$ cat config.mk
export PLATFORM = sky130hd
export DESIGN_NAME = power_button_ctrl
export DESIGN_NICKNAME = d
export VERILOG_FILES = /design/src/rtl/power_button_ctrl.sv
export SDC_FILE = /design/constraint.sdc
export NUM_CORES = 1
export LEC_CHECK = 0
export CORE_MARGIN = 2
export CORE_UTILIZATION = 56
export DETAILED_ROUTE_END_ITERATION = 16
export GPL_TIMING_DRIVEN = 0
export PLACE_DENSITY = 0.77
export SETUP_SLACK_MARGIN = 0.1
export SYNTH_ARGS = -nofsm -noshare
export SYNTH_HDL_FRONTEND = slang
export SYNTH_SLANG_ARGS = --single-unit
export TNS_END_PERCENT = 5
$ cat constraint.sdc
create_clock -name clk_ms -period 1.84 [get_ports clk_ms]
set_input_delay 0.368 -clock clk_ms [delete_from_list [all_inputs] [get_ports clk_ms]]
set_output_delay 0.368 -clock clk_ms [all_outputs]
set_load 0.03 [all_outputs]
$ cat src/rtl/power_button_ctrl.sv
// Power button front-end: synchronises and debounces the raw button, then sequences
// power_on / power_off requests to the engine power block based on its power status.
module power_button_ctrl #(
   parameter int unsigned DEBOUNCE_MS = 20,
   parameter int unsigned IDLE_MS     = 10000
) (
   input  logic       clk_ms,
   input  logic       rst,
   input  logic       btn_raw,
   input  logic       activity,
   input  logic       power,
   output logic       power_on,
   output logic       power_off,
   output logic       btn_db,
   output logic [2:0] state
);

   localparam int unsigned DW = (DEBOUNCE_MS > 1) ? $clog2(DEBOUNCE_MS) : 1;
   localparam int unsigned IW = (IDLE_MS > 1) ? $clog2(IDLE_MS) : 1;
   localparam logic [DW-1:0] DB_LAST   = DW'(DEBOUNCE_MS - 1);
   localparam logic [IW-1:0] IDLE_LAST = IW'(IDLE_MS - 1);

   typedef enum logic [2:0] {
      S_OFF     = 3'd0,
      S_HOLD    = 3'd1,
      S_ON_REL  = 3'd2,
      S_RUN     = 3'd3,
      S_OFF_REQ = 3'd4,
      S_OFF_REL = 3'd5
   } state_t;

   state_t          cur;
   state_t          nxt;
   logic            sync_q;
   logic            btn_s;
   logic [DW-1:0]   db_cnt;
   logic            btn_db_q;
   logic [IW-1:0]   idle_cnt;
   logic            db_rise;
   logic            idle_timeout;

   assign state = cur;

   // Two-flop synchroniser for the asynchronous button pin
   always_ff @(posedge clk_ms or negedge rst) begin
      if (!rst) begin
         sync_q <= 1'b0;
         btn_s  <= 1'b0;
      end else begin
         sync_q <= btn_raw;
         btn_s  <= sync_q;
      end
   end

   // Debouncer: level only follows btn_s after DEBOUNCE_MS consecutive differing samples
   always_ff @(posedge clk_ms or negedge rst) begin
      if (!rst) begin
         db_cnt   <= '0;
         btn_db   <= 1'b0;
         btn_db_q <= 1'b0;
      end else begin
         btn_db_q <= btn_db;
         if (btn_s == btn_db) begin
            db_cnt <= '0;
         end else if (db_cnt == DB_LAST) begin
            btn_db <= btn_s;
            db_cnt <= '0;
         end else begin
            db_cnt <= db_cnt + DW'(1);
         end
      end
   end

   assign db_rise      = btn_db & ~btn_db_q;
   assign idle_timeout = (cur == S_RUN) && (idle_cnt == IDLE_LAST) && !activity;

   // Next-state logic; the release states force a button release before re-arming
   always_comb begin
      nxt = cur;
      case (cur)
         S_OFF: begin
            if (power)       nxt = S_ON_REL;
            else if (btn_db) nxt = S_HOLD;
         end
         S_HOLD: begin
            if (power)        nxt = S_ON_REL;
            else if (!btn_db) nxt = S_OFF;
         end
         S_ON_REL: begin
            if (!btn_db) nxt = S_RUN;
         end
         S_RUN: begin
            if (!power)                       nxt = S_OFF;
            else if (db_rise || idle_timeout) nxt = S_OFF_REQ;
         end
         S_OFF_REQ: begin
            if (!power) nxt = S_OFF_REL;
         end
         S_OFF_REL: begin
            if (!btn_db) nxt = S_OFF;
         end
         default: nxt = S_OFF;
      endcase
   end

   // State register with request outputs registered from the next state
   always_ff @(posedge clk_ms or negedge rst) begin
      if (!rst) begin
         cur       <= S_OFF;
         power_on  <= 1'b0;
         power_off <= 1'b0;
      end else begin
         cur       <= nxt;
         power_on  <= (nxt == S_HOLD);
         power_off <= (nxt == S_OFF_REQ);
      end
   end

   // Inactivity counter, only counts while staying in RUN
   always_ff @(posedge clk_ms or negedge rst) begin
      if (!rst) begin
         idle_cnt <= '0;
      end else if ((cur == S_RUN) && (nxt == S_RUN) && !activity) begin
         idle_cnt <= idle_cnt + IW'(1);
      end else begin
         idle_cnt <= '0;
      end
   end

endmodule

### After elaboration in Yosys (flattened, before gate mapping)

Index checks and enable logic that the tools add are counted.

* register bits: 28
* bits in latches: 0
* bits in writable memories: 0
* bits in read-only memories: 0
* output and inout bits: 6
* memories: 0

* add/subtract/negate cells: 2
* $mul: 0
* divide/modulo/power cells: 0
* magnitude comparators: 0
* equality and inequality tests: 11
* shift-type cells: 0
* multiplexer cells: 12
* bitwise operators: 3
* reduce and logical (&&, ||, !) cells: 8

Operator list (number)
* two-way mux 3 bit: 8
* case mux 3 bit (6 select lines): 1
* adder 14 x 1 -> 14 bit, second input constant: 1
* equality test 14 bit, second input constant: 1
* two-way mux 14 bit: 1
* two-way mux 5 bit: 2
* equality test 3 x 2 -> 1 bit, second input constant: 3
* equality test 3 bit, second input constant: 3
* equality test 3 x 1 -> 1 bit, second input constant: 2
* adder 5 x 1 -> 5 bit, second input constant: 1
* equality test 5 bit, second input constant: 1
* logical AND 1 bit: 4
* logical NOT 3 bit: 1
* inverter 1 bit: 2
* AND reduction 2 bit: 1
* AND 1 bit: 1
* equality test 1 bit: 1
* logical NOT 1 bit: 1
* logical OR 1 bit: 1

### Depth between registers and ports, before layout

Gate-level depths: netlist (run 1).

* word-level depth: 11
* gate-level depth with buffers: 6
* gate-level depth less buffers: 5

### Worst setup path after synthesis (run 1)

Ideal clock, no wire load.

* path kind: register to register
* from: reg idle_cnt[0]
* to: reg idle_cnt[5]
* arrival time: 1.380 ns
* required time: 1.769 ns
* setup slack: 0.388 ns
* stages on the path, launching flop included: 7
* path buffers: 1
* clock period less this slack: 1.452 ns
* path through: dfrtp_1 -> ha_1 -> and3_2 -> nand4_2 -> nand4_2 -> buf_6 -> nor2_1

* cells in the longest elaborated chain, start to end: 11
* elaborated cells on any way between the ends: 12

Ends and longest elaborated chain
* start: declaration: line 38 `logic [IW-1:0] idle_cnt;`
* start signal: assignment: line 124 `idle_cnt <= idle_cnt + IW'(1);`
* equality test 14 bit: line 75 `assign idle_timeout = (cur == S_RUN) && (idle_cnt == IDLE_LAST) && !activity;`
* logical AND 1 bit (2 in a row): line 75
* logical OR 1 bit: line 94 `else if (db_rise || idle_timeout) nxt = S_OFF_REQ;`
* two-way mux 3 bit: line 94
* two-way mux 3 bit: line 93 `if (!power) nxt = S_OFF;`
* case mux 3 bit (6 select lines): line 80 `case (cur)`
* equality test 3 x 2 -> 1 bit: line 123 `end else if ((cur == S_RUN) && (nxt == S_RUN) && !activity) begin`
* logical AND 1 bit (2 in a row): line 123
* two-way mux 14 bit *: line 123

Mark *: on every way between the ends. The rest lies on a longest branch, timed or not.
A chain may end at the register's enable or synchronous reset.

### Worst setup path in the final report (run 1)

* from: reg power_off
* to: out power_off

RTL lines
* start: declaration: line 13 `output logic power_off,`
* start signal: assignment: line 115 `power_off <= (nxt == S_OFF_REQ);`

No word-level cell between the ends.

==> summary.md, run 1 <==
| Metric | Value |
|---|---|
| Port bufs | `9` |
| Worst Setup Start Kind | `flop` |
| Routability cong. | `0.801` |
| Row Count | `18` |
| Worst Skew | `0.00798 ns` |
| Commonest non-fill, non-tap cell in the layout | `dfrtp_1` |
| DP Area | `1520 um^2` |
| Deepest clock path buffer count | `2` |
| Total routed wirelength | `2510 um` |
| Syn Inst Count | `130` |
| WS Path Type | `flop to output pin` |
| Die width | `53.8 um` |
| Top cells by area, synth | `dfrtp_1 (50%), nor2_1 (5.1%), xnor2_1 (5.0%), xor2_1 (3.8%), nand4_1 (3.6%)` |
| Worst-Margin Slew | `0.612 ns` |
| DR WL/cell | `14.4 um` |
| Htree depth | `1` |
| Dominant synthesized flop cell | `dfrtp_1` |
| Syn_nets | `137` |
| Top-Level Pins | `11` |
| Initial antenna violation count | `0` |
| Hpwl dp | `1780 um` |
| Pre-Repair DR Iteration Count | `4` |
| Power per cell area | `747 nW/um^2` |
| Top cell type's share of synthesized area | `50.5%` |
| DIE HEIGHT | `53.8 um` |
| Full die area | `2890 um^2` |
| Outcome | `finished, final reports clean` |
| Crit path DAT | `1.34 ns` |
| Vias in the first global route | `960` |
| Initial Util | `57.6%` |
| CP required | `1.47 ns` |
| Final #Nets | `153` |
| Pleak | `0.000664 uW` |
| Achievable Freq | `0.586 GHz` |
| Max cap viols | `0` |
| Worst hold slack | `0.0286 ns` |
| Slew Limit Headroom | `59.2%` |
| Layout area overhead | `11.4%` |
| Minimum clock period | `1.71 ns` |
| Syn Area/Cell | `10.7 um^2` |
| Tot GR Track Use | `20.4%` |
| Antenna Nets Post-Route | `0` |
| Most frequent cells in the layout | `dfrtp_1 (28), nor2_1 (19), nand2_1 (8), nand4_1 (8), xnor2_1 (8)` |
| Max Slew Vio Count | `0` |
| Hold_buf cts | `0` |
| HP Class | `input port to asynchronous set/reset pin` |
| Peak VDD IR | `517 uV` |
| First-pass GRT wire length | `4220 um` |
| Via count | `1003` |
| Fin cells | `174` |
| Tcrit/Tclk final | `92.7%` |
| Clock edge transition at the registers on the reported setup and hold paths | `0.15 ns` |
| RSZ-0062 raised after global routing | `yes` |
| Worst Path Max Fanout | `1` |
| Largest net degree at the start of global routing | `29` |
| Setup violators final | `0` |
| Cell breakdown of the critical path | `clkdlybuf4s50_1` |
| CP top delay family | `buffers and inverters` |
| Cell taking the most area after synthesis | `dfrtp_1` |
| CTS Root Cell | `clkbuf_4` |
| Yosys reg bits | `28` |
| Slowest CP cell | `clkdlybuf4s50_1` |
| # DRC | `0` |
| EDFF count, synth | `0` |
| Critical path buffer and inverter count | `1` |
| CP endpoint kind | `output pin` |
| Register area share after synthesis | `50.5%` |
| Placed insts | `169` |
| Mapped cell area | `1390 um^2` |
| Final Hold Viols | `0` |
| Via-per-instance ratio | `5.76` |
| Num CTS Buffers | `3` |
| Ant. Diodes | `0` |
| First DRT Iteration DRCs | `17` |
| Finished Cell Area | `1550 um^2` |
| CTS tree | `built` |
| Placeable Area | `2410 um^2` |
| Share of post-route cells with drive strength above 1 | `14.6%` |
| Yosys warns | `0` |
| Async set-or-reset flop fraction in the synthesized netlist | `100%` |
| Clock sink count | `28` |
| Clock Latency Late Sink | `0.33 ns` |
| Setup TNS | `0 ns` |
| Slowest Stage Delay on Critical Path | `0.66 ns` |
| Gr ovfl total | `0` |
| Yosys cell types | `36` |
==> what timing repair did <==
action                     4_1_cts  5_1_grt
setup endpoints to repair        4       11
gates resized for setup          4        1
buffers inserted                 0        2
==> flip-flops by register name, summed over array words and instances, names as in the netlist <==
register   count
btn_db_q       1
db_cnt         5
sync_q         1
power_off      1
idle_cnt      14
btn_s          1
state          3
btn_db         1
power_on       1
==> cell families after synthesis <==
logic type,Yosys count,share of synthesized area [%]
and+or+nand+nor,65,27.6
DFF,28,50.5
muxes,2,1.62
adders and majority gates,2,1.80
buffers and inverters,8,4.15
xor gates and xnor gates,14,8.84
AOI/OAI and AO/OA,11,5.50
==> power breakdown <==
part           switching, uW  internal, uW
registers               33.4           643
logic                    138          87.4
clock network            175          76.8
total                    346           808
==> metrics by stage <==
stage / setup slack (ns) / power (uW) / util [%]
floorplan: 0.388 / 834 / -
global placement: 0.0118 / 911 / 62.9
detailed placement: -0.0397 / 918 / 62.9
CTS: 0.118 / 1160 / 63.6
global route: 0.0657 / 1220 / 64.1
finish: 0.134 / 1150 / 64.1
==> per-layer routing <==
layer | vias to the layer above | GRT usage (%) | routed length [um]
met5 | - | 0 | 0
met4 | 0 | 9.40 | 15
met3 | 2 | 2.50 | 63
met2 | 14 | 32.9 | 1230
met1 | 501 | 27.2 | 1200
li1 | 486 | - | -
==> Yosys cell counts, drive strengths merged, types with 2 or more instances <==
cell    count
nand3       4
buf         3
inv         3
nand2b      5
nand4      10
nor4        2
nor2       19
ha          2
dfrtp      28
o21ai       6
xor2        6
and3        3
nor2b       2
xnor2       8
clkbuf      2
nor3        5
nand2       8
mux2        2
nor4b       2
==> area by class of cell <==
cell class / instances / area, um^2
Clock buffer: 3 / 22.5
Multi-Input combinational cell: 94 / 629
Sequential cell: 28 / 701
Fill cell: 205 / 865
Timing Repair Buffer: 11 / 97.6
Inverter: 3 / 11.3
Tap cell: 30 / 37.5
Buffer: 5 / 46.3
==> worst paths after layout <==
| kind | startpoint | end | slack [ns] | depth (start not counted) |
|---|---|---|---|---|
| max reg2reg | idle_cnt[0] | idle_cnt[10] | 0.17 | 6 |
| min in group clk_ms | power | power_on | 0.30 | 2 |
| max in group asynchronous | rst | idle_cnt[4] | 1.42 | 1 |
| max | power_off | power_off | 0.13 | 1 |
| min reg2reg | sync_q | btn_s | 0.37 | 0 |
| min | rst | idle_cnt[3] | 0.03 | 1 |
No activity file was read; power rests on OpenSTA's default activity.
==> run 2: changes to the inputs <==
--- a/config.mk
+++ b/config.mk
@@ -6,10 +6,10 @@
 export NUM_CORES = 1
 export LEC_CHECK = 0
 export CORE_MARGIN = 2
-export CORE_UTILIZATION = 56
+export CORE_UTILIZATION = 57
 export DETAILED_ROUTE_END_ITERATION = 16
 export GPL_TIMING_DRIVEN = 0
-export PLACE_DENSITY = 0.77
+export PLACE_DENSITY = 0.78
 export SETUP_SLACK_MARGIN = 0.1
 export SYNTH_ARGS = -nofsm -noshare
 export SYNTH_HDL_FRONTEND = slang
==> constraint.sdc (replaced) <==
create_clock -name clk_ms -period 2.15 [get_ports clk_ms]
set_input_delay 0.43 -clock clk_ms [delete_from_list [all_inputs] [get_ports clk_ms]]
set_output_delay 0.43 -clock clk_ms [all_outputs]
set_load 0.03 [all_outputs]
==> summary.md, run 2 (synthesis gave the netlist of run 1 again) <==
| Metric | Value |
|---|---|
| Tot GR Track Use | `20.5%` |
| Slew Limit Headroom | `60.1%` |
| CP top delay family | `buffers and inverters` |
| DIE HEIGHT | `53.3 um` |
| Htree depth | `1` |
| Port bufs | `9` |
| Routability cong. | `0.828` |
| Top reg by flops | `idle_cnt` |
| Stages on worst setup path | `1` |
| M2 GR Usage | `33.5%` |
| R2r setup slk | `0.54 ns` |
| Top-Level Pins | `11` |
| Reg2reg path depth | `6` |
| CTS Root Cell | `clkbuf_4` |
| Clock edge transition at the registers on the reported setup and hold paths | `0.14 ns` |
| Gr busiest metal | `met2` |
| HP Class | `input port to asynchronous set/reset pin` |
| Setup crit start | `state[0]` |
| CP required | `1.72 ns` |
| Antenna Nets Post-Route | `0` |
| Slowest Stage Delay on Critical Path | `0.71 ns` |
| Num CTS Buffers | `3` |
| Setup Buffers After CTS | `0` |
| Total routed wirelength | `2290 um` |
| DR WL/cell | `13.5 um` |
| Setup violators final | `0` |
| Via count | `976` |
| Share of post-route cells with drive strength above 1 | `13.4%` |
| Achievable Freq | `0.516 GHz` |
| Max cap viols | `0` |
| Most frequent cells in the layout | `dfrtp_1 (28), nor2_1 (19), nand2_1 (8), nand4_1 (8), xnor2_1 (8)` |
| Vias in the first global route | `998` |
| Largest register FFs | `14` |
| CTS tree | `built` |
| Deepest clock path buffer count | `2` |
| Pre-Repair DR Iteration Count | `4` |
| Finished Cell Area | `1530 um^2` |
| Max Slew Vio Count | `0` |
| Outcome | `finished, final reports clean` |
| Clock Latency Late Sink | `0.32 ns` |
| Largest net degree at the start of global routing | `29` |
| Gr ovfl total | `0` |
| Worst Skew | `0.00972 ns` |
| Worst-Margin Slew | `0.598 ns` |
| Met1 Resource Use GR | `26.4%` |
| Worst Path Max Fanout | `8` |
| Die width | `53.3 um` |
| Peak VDD IR | `458 uV` |
| Layout area overhead | `10.5%` |
| Slowest CP cell | `clkdlybuf4s50_1` |
| CP endpoint kind | `output pin` |
| Hpwl dp | `1690 um` |
| RSZ-0062 raised after global routing | `no` |
| Minimum clock period | `1.94 ns` |
| Initial Util | `61.5%` |
| Commonest non-fill, non-tap cell in the layout | `dfrtp_1` |
| First-pass GRT wire length | `4220 um` |
| # DRC | `0` |
| Setup ws final | `0.212 ns` |
| Tcrit/Tclk final | `90.2%` |
| DP Area | `1510 um^2` |
| Full die area | `2850 um^2` |
| Placeable Area | `2250 um^2` |
| RR Endpoint | `idle_cnt[11]` |
| Ant. Diodes | `0` |
| Critical path buffer and inverter count | `1` |
| Final #Nets | `151` |
| Met3 Resource Use GR | `2.82%` |
| Cell breakdown of the critical path | `clkdlybuf4s50_1` |
| Via-per-instance ratio | `5.74` |
| Reg2reg start | `idle_cnt[0]` |
| Pleak | `0.000642 uW` |
| WS Path Type | `flop to output pin` |
| Clock sink count | `28` |
| Final Hold Viols | `0` |
| Worst slack, placed | `0.237 ns` |
| Crit path DAT | `1.51 ns` |
| Power per cell area | `642 nW/um^2` |
| CP endpoint | `state[0]` |
| First DRT Iteration DRCs | `13` |
| Setup TNS | `0 ns` |
| Initial antenna violation count | `0` |
| Worst Setup Start Kind | `flop` |
| Row Count | `17` |
[run 2: changes by cell type in the layout (fill, tap and decap cells not counted), sizes merged]
cell           previous run  this run
clkdlybuf4s50             3         7
dlygate4sd2               4         0
buf                       6         4
[run 2: final cells by class]
| class | count | area [um^2] |
|---|---|---|
| plain buffers | 5 | 46.3 |
| repair buffers | 9 | 87.6 |
| inverters | 3 | 11.3 |
| well taps | 28 | 35.0 |
| clock buffers | 3 | 22.5 |
| fillers | 186 | 722 |
| multi-input cells | 94 | 629 |
| flip-flops and latches | 28 | 701 |
[run 2: report_power, final]
part / leakage, uW / internal [uW] / switching, uW
registers: 0.000378 / 551 / 28.7
clock network: 0.0000138 / 65.6 / 143
logic: 0.000250 / 79.4 / 116
[run 2: timing repair]
action	CTS	global route
hold buffers	0	0
gates resized for setup	0	1
setup endpoints to repair	0	1
[run 2: how the worst min path moves through the flow]
stage / cells after the start / to
6_report: 1 / power_off
5_1_grt: 1 / power_off
4_1_cts: 2 / power_on
3_5_place_dp: 0 / btn_s
3_3_place_gp: 0 / btn_s
2_1_floorplan: 0 / btn_db
[run 2: metrics by stage]
stage          hold slack [ns]  util [%]  std cells  total power [uW]
3_5_place_dp             0.336      67.1        167               786
2_1_floorplan            0.134         -        130               714
3_3_place_gp             0.334      67.1        167               779
5_1_grt                  0.134      68.0        170              1040
6_report                0.0923      68.0        170               983
4_1_cts                  0.358      68.1        170               999
[run 2: routing by layer]
layer | share of wire, % | vias to the layer above
li1 | - | 481
met1 | 47 | 478
met2 | 49 | 13
met3 | 2.8 | 4
met4 | 1.2 | 0
met5 | 0 | -
